### config.mk
export PLATFORM = sky130hd
export DESIGN_NAME = hazard_ctrl
export DESIGN_NICKNAME = d
export VERILOG_FILES = /design/src/rtl/hazard_ctrl.sv
export SDC_FILE = /design/constraint.sdc
export NUM_CORES = 1
export LEC_CHECK = 0
export CAP_MARGIN = 0
export CORE_ASPECT_RATIO = 1.4
export CORE_MARGIN = 3
export CORE_UTILIZATION = 44
export CTS_CLUSTER_DIAMETER = 30
export CTS_CLUSTER_SIZE = 14
export DETAILED_ROUTE_END_ITERATION = 10
export HOLD_SLACK_MARGIN = 0.06
export PLACE_DENSITY = 0.86
export SETUP_SLACK_MARGIN = 0.15
export SYNTH_ARGS = -nofsm -noshare
export SYNTH_HDL_FRONTEND = slang
export SYNTH_SLANG_ARGS = --single-unit
### constraint.sdc
create_clock -name clk -period 7.5 [get_ports clk]
set_clock_uncertainty 0.05 [all_clocks]
set_input_delay 1.875 -clock clk [delete_from_list [all_inputs] [get_ports clk]]
set_output_delay 1.875 -clock clk [all_outputs]
set_load 0.03 [all_outputs]
### src/rtl/hazard_ctrl.sv
// hazard_ctrl: stall, bubble, flush, freeze and forwarding control for a 5-stage MIPS pipeline
module hazard_ctrl #(
    parameter int MEM_LAT = 2,
    parameter int CNT_W   = 16
) (
    input  logic             clk,
    input  logic             rst,
    input  logic             idex_mem_read,
    input  logic [4:0]       idex_rs,
    input  logic [4:0]       idex_rt,
    input  logic [4:0]       ifid_rs,
    input  logic [4:0]       ifid_rt,
    input  logic             id_uses_rt,
    input  logic             branch_taken,
    input  logic             exmem_mem_req,
    input  logic             exmem_reg_write,
    input  logic [4:0]       exmem_rd,
    input  logic             memwb_reg_write,
    input  logic [4:0]       memwb_rd,
    output logic             pc_write,
    output logic             ifid_write,
    output logic             ifid_flush,
    output logic             idex_bubble,
    output logic             pipe_hold,
    output logic [1:0]       fwd_a,
    output logic [1:0]       fwd_b,
    output logic [CNT_W-1:0] stall_count
);
    typedef enum logic {RUN, MEM_WAIT} state_t;
    // The first frozen cycle is spent in RUN, so MEM_WAIT covers the remaining MEM_LAT-2 cycles.
    localparam int CW = MEM_LAT > 3 ? $clog2(MEM_LAT - 2) : 1;
    localparam logic [CW-1:0] CNT_START = CW'(MEM_LAT > 2 ? MEM_LAT - 3 : 0);
    state_t st;
    logic [CW-1:0] cnt;
    logic done;
    logic lu, freeze, hold_all;
    logic ex_a, mw_a, ex_b, mw_b;
    assign lu = idex_mem_read && idex_rt != 5'd0 &&
                (idex_rt == ifid_rs || (id_uses_rt && idex_rt == ifid_rt));
    assign freeze = st == RUN && exmem_mem_req && !done && MEM_LAT > 1;
    assign hold_all = st == MEM_WAIT || freeze;
    assign ex_a = exmem_reg_write && exmem_rd != 5'd0 && exmem_rd == idex_rs;
    assign mw_a = memwb_reg_write && memwb_rd != 5'd0 && memwb_rd == idex_rs;
    assign ex_b = exmem_reg_write && exmem_rd != 5'd0 && exmem_rd == idex_rt;
    assign mw_b = memwb_reg_write && memwb_rd != 5'd0 && memwb_rd == idex_rt;
    assign fwd_a = rst ? 2'b00 : ex_a ? 2'b10 : mw_a ? 2'b01 : 2'b00;
    assign fwd_b = rst ? 2'b00 : ex_b ? 2'b10 : mw_b ? 2'b01 : 2'b00;
    // Pipeline control by priority: reset, freeze, taken branch, load-use, normal flow
    always_comb begin
        pc_write    = 1'b1;
        ifid_write  = 1'b1;
        ifid_flush  = 1'b0;
        idex_bubble = 1'b0;
        pipe_hold   = 1'b0;
        if (rst) begin
            pc_write    = 1'b0;
            ifid_write  = 1'b0;
            idex_bubble = 1'b1;
        end else if (hold_all) begin
            pc_write   = 1'b0;
            ifid_write = 1'b0;
            pipe_hold  = 1'b1;
        end else if (branch_taken) begin
            ifid_flush  = 1'b1;
            idex_bubble = 1'b1;
        end else if (lu) begin
            pc_write    = 1'b0;
            ifid_write  = 1'b0;
            idex_bubble = 1'b1;
        end
    end
    // Freeze sequencer; done masks the access for one RUN cycle so it cannot re-freeze as it leaves MEM
    always_ff @(posedge clk) begin
        if (rst) begin
            st   <= RUN;
            cnt  <= '0;
            done <= 1'b0;
        end else if (st == MEM_WAIT) begin
            if (cnt != '0) begin
                cnt <= cnt - CW'(1);
            end else begin
                st   <= RUN;
                done <= 1'b1;
            end
        end else if (freeze) begin
            if (MEM_LAT == 2) begin
                done <= 1'b1;
            end else begin
                st   <= MEM_WAIT;
                cnt  <= CNT_START;
                done <= 1'b0;
            end
        end else begin
            done <= 1'b0;
        end
    end
    // Saturating count of cycles in which the PC did not advance
    always_ff @(posedge clk) begin
        if (rst) stall_count <= '0;
        else if (!pc_write && stall_count != '1) stall_count <= stall_count + CNT_W'(1);
    end
endmodule
# After elaboration in Yosys (flattened, before gate mapping)
# Cells that the tools add are included.
[classes]
addsub = 2
eq_ne = 8
mux = 24
bitwise = 1
reduce_logical = 20
[ops]
columns = ["op", "n"]
rows = [
  ["5-bit equality test", 6],
  ["1-bit two-way mux", 20],
  ["16-bit by 1-bit adder with 16-bit output (second input constant)", 1],
  ["16-bit != test (second input constant)", 1],
  ["5-bit nonzero test", 3],
  ["1-bit logical AND", 12],
  ["2-bit two-way mux", 4],
  ["1-bit logical NOT", 2],
  ["1-bit logical OR", 2],
  ["2-bit != test (second input constant)", 1],
  ["2-bit OR reduction", 1],
  ["1-bit inverter", 1],
  ["1-bit subtractor (second input constant)", 1],
]
[totals]
reg_bits = 19
inputBits = 38
out_inout_bits = 25
wordCells = 59

# Depth between registers and ports, before layout
# Gate-level depths: netlist of the first run.
[depth]
ltp_word = 10
ltp_mapped = 9

# Least setup slack after synthesis of the first run
# OpenSTA, ideal clock, no wires.
[synth_timing]
path_type = "input to output"
startpoint = "input port exmem_rd[1]"
endpoint = "output port fwd_a[0]"
arrival_time_ps = 3790
t_required_ps = 5575
path_slack_ps = 1785
cell_stages = 4
path_buffers = 0
path_cell_list = "or4_1 > o21ai_0 > nor3_1 > nor4_1"
[synth_via]
elab_chain_cells = 5
word_cells_on_any_way = 6
cone_classes = "eq/ne: 1; mux: 2; reduce/logical: 3"
[synth_rtl]
columns = ["item", "line_no", "rtl"]
rows = [
  ["from (decl)", "17", "input logic [4:0] exmem_rd,"],
  ["5-bit nonzero test", "42", "assign ex_a = exmem_reg_write && exmem_rd != 5'd0 && exmem_rd == idex_rs;"],
  ["1-bit logical AND", "42", ""],
  ["1-bit logical AND *", "42", ""],
  ["2-bit two-way mux * (2 in a row)", "46", "assign fwd_a = rst ? 2'b00 : ex_a ? 2'b10 : mw_a ? 2'b01 : 2'b00;"],
  ["to (decl)", "25", "output logic [1:0] fwd_a,"],
]
# Mark *: on every way between the ends. The rest lies on a longest branch, timed or not.

# Worst setup path in the final report of the first run
# Same ends and word-level chain as after synthesis.

==> metrics.cfg, run 1 <==
[yosys]
ys_seq_area_frac = 0.258
synth_top_area_frac = 0.258
netlist_top_cells_area = dfxtp_1, xor2_1, xnor2_1, or4_1, a21oi_1
synthCells = 170
synthesis.nets = 209
ys_ff_latch = 17
syn_avg_cell_area_um2 = 7.76
yosysWarningCount = 0
yosysTopAreaCell = dfxtp_1
synth_edf_count = 0
yosysUniqueCellTypes = 37
synth_flop_cell = dfxtp_1
mappedNetlistArea_um2 = 1320
ys_async_sr_fraction = 0

[global_routing]
grt_pass1_vias = 1477
track_usage = 0.207
grt_pass1_wl_mm = 6.15
grt-ovfl-total = 0
grt_start_max_net_pins = 31
antenna_found_initial = 0

[critical_path]
arrival_ns = 4.46
start_kind = primary input
crit_type = in -> out
cp.required_ns = 5.58
path_max_fanout = 4
critPathCaptureType = output pin

[clock_tree]
hold_buffers = 0
post_cts_buffers = 0
clkSinkCount = 17
clkLatencyLatePin_ns = 0.29
post_cts_resized = 0
root_buffer = clkbuf_4
h-tree-depth = 1
numCtsBuffers = 3
clk_pin_slew_ns = 0.09
cts_tree = yes
cts.path.max_buffers = 2

[floorplan]
core_area_um2 = 2750
initial_core_util = 0.480
die_w_um = 52.3
die_h_um = 70.8
rows = 22
ios = 63
dieArea_um2 = 3700

[sta]
period_share = 0.851
hold_viol = 0
fmax_ghz = 0.157
slew_viol_final = 0
grt_setup_unrepaired = false
setup_viol = 0
min_period_ns = 6.38
maxSlewHeadroom = 0.392
worstMarginPinSlew_ns = 0.909
setup_tns_ns = 0

[hold_path]
hold_class = reg -> reg

[pwr]
power_mw = 0.210
ir_drop_uv = 66.9
p_leak_nw = 0.639
powerDensity_nw_per_um2 = 107

[finish]
n_antenna_cell = 0
drive_gt1_frac = 0.0354
post-route-cell-area_um2 = 1960
area.sequential_um2 = 340
areaGrowthSynthToFinish_pct = 48.4
layout_commonest_cell = clkdlybuf4s50_1
multi_input_area_um2 = 897
nNetsFinal = 266
fill_cells = 221
final_cell_mix = clkdlybuf4s50_1, xor2_1, dfxtp_1

[routing]
antenna_left = 0
wl_per_cell_um = 13.7
vias_per_cell = 5.71
drc = 0
routed_wirelength_mm = 3.59
drtPass1Iterations = 4
drt_iter0_drc = 29
num_vias = 1497

[placement]
dpl.hpwl_mm = 2.90
place_area_um2 = 1930
place.gp.congestion = 0.871
io_buffers = 62

[status]
status = finished, final reports clean

[flow_run]
maxCapViolCount = 0

-- critical path, stage by stage --
cell             delay [ns]
clkdlybuf4s50_1        0.47
or4_1                  0.55
o21ai_0                0.38
nor3_1                 0.12
nor4_1                 0.34
clkdlybuf4s50_1        0.73
-- registers in the layout (all words and copies together) (netlist names) --
name         cells
done             1
stall_count     16
-- where the power goes --
part	switching [mW]	internal (mW)	total [mW]	leakage, nW
combinational	0.0322	0.0359	0.0681	0.487
sequential	0.00216	0.0918	0.0940	0.138
clock	0.0277	0.0207	0.0484	0.0150
total	0.0621	0.148	0.210	0.639
-- Yosys cell counts, types with 2 or more instances --
library cell	number
nor2_1	11
or4_1	10
nor3_1	6
nand4_1	4
nor4_1	5
a21oi_1	13
xnor2_1	13
and3_1	2
clkbuf_1	5
buf_6	2
nand2_1	11
buf_2	3
nand3_1	8
o21ai_0	9
xor2_1	17
inv_1	4
o31ai_1	6
dfxtp_1	17
or3_1	6
-- path summary, 6_finish.rpt --
check / from / slack [ns] / cells after the start / to
worst max-delay path: exmem_rd[1] / 1.12 / 6 / fwd_a[0]
worst min-delay path: stall_count[14] / 0.46 / 2 / stall_count[14]
worst max register to register: stall_count[0] / 4.87 / 6 / stall_count[10]
worst min register to register: stall_count[14] / 0.46 / 2 / stall_count[14]
-- layer usage --
metal	track usage	wire length, um	up-vias
met1	0.220	1360	689
met5	0	0	-
met2	0.372	1890	61
met4	0.0852	72	0
met3	0.0547	274	7
li1	-	-	740
-- cells by family (layout without fill, tap and decap cells) --
group | Yosys count | after routing | synth area share
xor+xnor | 30 | 30 | 0.199
flops | 17 | 17 | 0.258
buf+inv | 16 | 72 | 0.0626
fa+ha+maj | 1 | 1 | 0.00948
simple gates | 71 | 71 | 0.303
mux | 1 | 1 | 0.00853
compound gates | 34 | 34 | 0.159
-- through the flow --
step	utilization	cells	hold WS [ns]	setup WS, ns
finish	0.712	262	0.465	1.12
floorplan	-	170	0.471	1.78
global placement	0.702	258	0.434	1.25
global route	0.712	262	0.482	1.04
detailed placement	0.702	258	0.447	1.16
CTS	0.712	262	0.462	1.14
-- cell type report --
cell class              instances  share of cell area
flip-flops and latches         17               0.174
inverters                       4             0.00766
well taps                      36              0.0230
clock buffers                   4              0.0134
repair buffers                 64               0.324
multi-input cells             137               0.458
Note: power is estimated with default switching activity, not from simulation.
==> inputs of run 2 (changes only) <==
Settings changed: CAP_MARGIN 0 to 20.
==> results of run 2 <==
The final DEF is identical to that of run 1; final timing and power are the same.
==> inputs of run 3 (changes only) <==
Settings changed: GPL_TIMING_DRIVEN set to 0.
==> run 3 against run 2 <==
Sequential power barely moved. Sequential share of layout area barely moved. Die area is the same. Critical path depth stayed put. Register-to-register slack better by 0.03 ns. Largest power group unchanged.
==> metrics.cfg, run 3 (synthesized netlist as in run 1, its figures left out) <==
[routing]
drc = 0  ; unchanged
routed_wirelength_mm = 3.52  ; was 3.59 mm
drt_iter0_drc = 20  ; was 29
wl_per_cell_um = 13.2  ; was 13.7 um
antenna_left = 0  ; unchanged
num_vias = 1478  ; was 1497
drtPass1Iterations = 4  ; unchanged
vias_per_cell = 5.54  ; was 5.71

[finish]
multi_input_area_um2 = 897  ; unchanged
registers.top_by_ff_count = stall_count  ; unchanged
drive_gt1_frac = 0.0519  ; was 0.0354
layout_commonest_cell = clkdlybuf4s50_1  ; unchanged
final_cells = 267  ; was 262
n_antenna_cell = 0  ; unchanged
area.sequential_um2 = 340  ; unchanged
nNetsFinal = 271  ; was 266
areaGrowthSynthToFinish_pct = 48.6  ; was 48.4%
fill_cells = 222  ; was 221
largest_register_ffs = 16  ; unchanged
final_cell_mix = clkdlybuf4s50_1, xor2_1, dfxtp_1  ; unchanged
top_regs = stall_count: 16 flops, done: 1 flops  ; unchanged

[clock_tree]
clkLatencyLatePin_ns = 0.30  ; was 0.29 ns
h-tree-depth = 1  ; unchanged
post_cts_buffers = 0  ; unchanged
post_cts_resized = 0  ; unchanged
cts.path.max_buffers = 2  ; unchanged
cts_tree = yes  ; unchanged
numCtsBuffers = 3  ; unchanged
hold_buffers = 0  ; unchanged
root_buffer = clkbuf_4  ; unchanged
clkSinkCount = 17  ; unchanged
clk_pin_slew_ns = 0.09  ; about the same

[critical_path]
arrival_ns = 4.46  ; about the same
timing.reg2reg.setup_slack_ns = 4.90  ; was 4.87 ns
rr_startpoint = stall_count[0]  ; unchanged
cpPeakStageDelay_ns = 0.73  ; about the same
crit_type = in -> out  ; unchanged
path_buf_inv = 2  ; unchanged
crit_end = fwd_a[0]  ; unchanged
ff2ff_path_depth = 7  ; was 6
start_kind = primary input  ; unchanged
r2r-end = stall_count[5]  ; was stall_count[10]
crit_cells = 6  ; unchanged
slowest_stage = clkdlybuf4s50_1  ; unchanged
cp.required_ns = 5.58  ; about the same
startpoint = exmem_rd[1]  ; unchanged
path_max_fanout = 4  ; unchanged
cp_cell_sequence = clkdlybuf4s50_1 > or4_1 > o21ai_0 > nor3_1 > nor4_1 > clkdlybuf4s50_1  ; unchanged
critPathCaptureType = output pin  ; unchanged
crit_top_cell = clkdlybuf4s50_1  ; unchanged
cp_top_family = buffers and inverters  ; unchanged

[sta]
slew_viol_final = 0  ; unchanged
hold_viol = 0  ; unchanged
period_share = 0.851  ; about the same
grt_setup_unrepaired = false  ; unchanged
fmax_ghz = 0.157  ; about the same
setup_tns_ns = 0  ; unchanged
maxSlewHeadroom = 0.678  ; was 0.392
min_period_ns = 6.38  ; about the same
setup_viol = 0  ; unchanged
worstMarginPinSlew_ns = 0.477  ; was 0.909 ns

[global_routing]
antenna_found_initial = 0  ; unchanged
track_usage = 0.196  ; was 0.207
grt_pass1_wl_mm = 5.82  ; was 6.15 mm
grt_pass1_vias = 1358  ; was 1477
grt-ovfl-total = 0  ; unchanged
grt_start_max_net_pins = 12  ; was 31

[flow_run]
maxCapViolCount = 0  ; unchanged

[floorplan]
rows = 22  ; unchanged
die_w_um = 52.3  ; unchanged
ios = 63  ; unchanged
initial_core_util = 0.480  ; unchanged
core_area_um2 = 2750  ; unchanged
dieArea_um2 = 3700  ; unchanged
die_h_um = 70.8  ; unchanged

[placement]
io_buffers = 57  ; was 62
dp.cells = 263  ; was 258
place.gp.congestion = 0.843  ; was 0.871
dpl.hpwl_mm = 2.86  ; was 2.90 mm

[pwr]
powerDensity_nw_per_um2 = 108  ; was 107 nW/um^2
ir_drop_uv = 68.9  ; was 66.9 uV
p_leak_nw = 0.647  ; was 0.639 nW

[status]
status = finished, final reports clean  ; unchanged

[hold_path]
hold_class = reg -> reg  ; unchanged

## run 3: cell types whose count changed in the layout (fill, tap and decap cells not counted)
| cell | change |
|---|---|
| buf_2 | +3 |
| buf_1 | +1 |
| clkdlybuf4s50_1 | -5 |
| clkbuf_1 | +5 |
| buf_4 | -1 |
| buf_6 | +2 |
## run 3: per-stage QoR
stage	hold WS [ns]	utilization	setup WS [ns]	total power [mW]	area, um^2
2_1_floorplan	0.471	-	1.78	0.131	1320
3_3_place_gp	0.438	0.703	1.13	0.163	1940
3_5_place_dp	0.444	0.703	1.10	0.164	1940
4_1_cts	0.460	0.713	1.11	0.213	1960
5_1_grt	0.485	0.713	0.975	0.224	1960
6_report	0.457	0.713	1.12	0.213	1960
## run 3: how the worst min path moves through the flow
stage,start,endpoint,slack (ns),depth (start not counted)
final,stall_count[11],stall_count[11],0.46,2
after global routing,stall_count[14],stall_count[14],0.48,2
after CTS,stall_count[14],stall_count[14],0.46,2
after detailed placement,stall_count[14],stall_count[14],0.44,2
after global placement,stall_count[14],stall_count[14],0.44,2
after floorplan,done,done,0.47,2
## run 3: per-layer routing
layer  track usage  vias to the layer above  wire, um
li1              -                      746         -
met1         0.221                      661      1340
met2         0.352                       64      1830
met3        0.0442                        7       291
met4        0.0597                        0        56
met5             0                        -         0
## run 3: report_power, final
| group | switching, mW | leakage (nW) | internal, mW |
|---|---|---|---|
| combinational | 0.0320 | 0.495 | 0.0357 |
| clock | 0.0302 | 0.0150 | 0.0207 |
| sequential | 0.00227 | 0.138 | 0.0918 |
## run 3: cell type report
type / count / share of cell area
Multi-Input combinational cell: 137 / 0.457
Buffer: 12 / 0.0344
Inverter: 4 / 0.00765
Tap cell: 36 / 0.0230
Sequential cell: 17 / 0.173
Clock buffer: 4 / 0.0134
Timing Repair Buffer: 57 / 0.291
## run 3: worst min-delay path, stage by stage (launching register included)
cell and delay (ns):
dfxtp_1 0.34, o21ai_0 0.07, a21oi_1 0.06
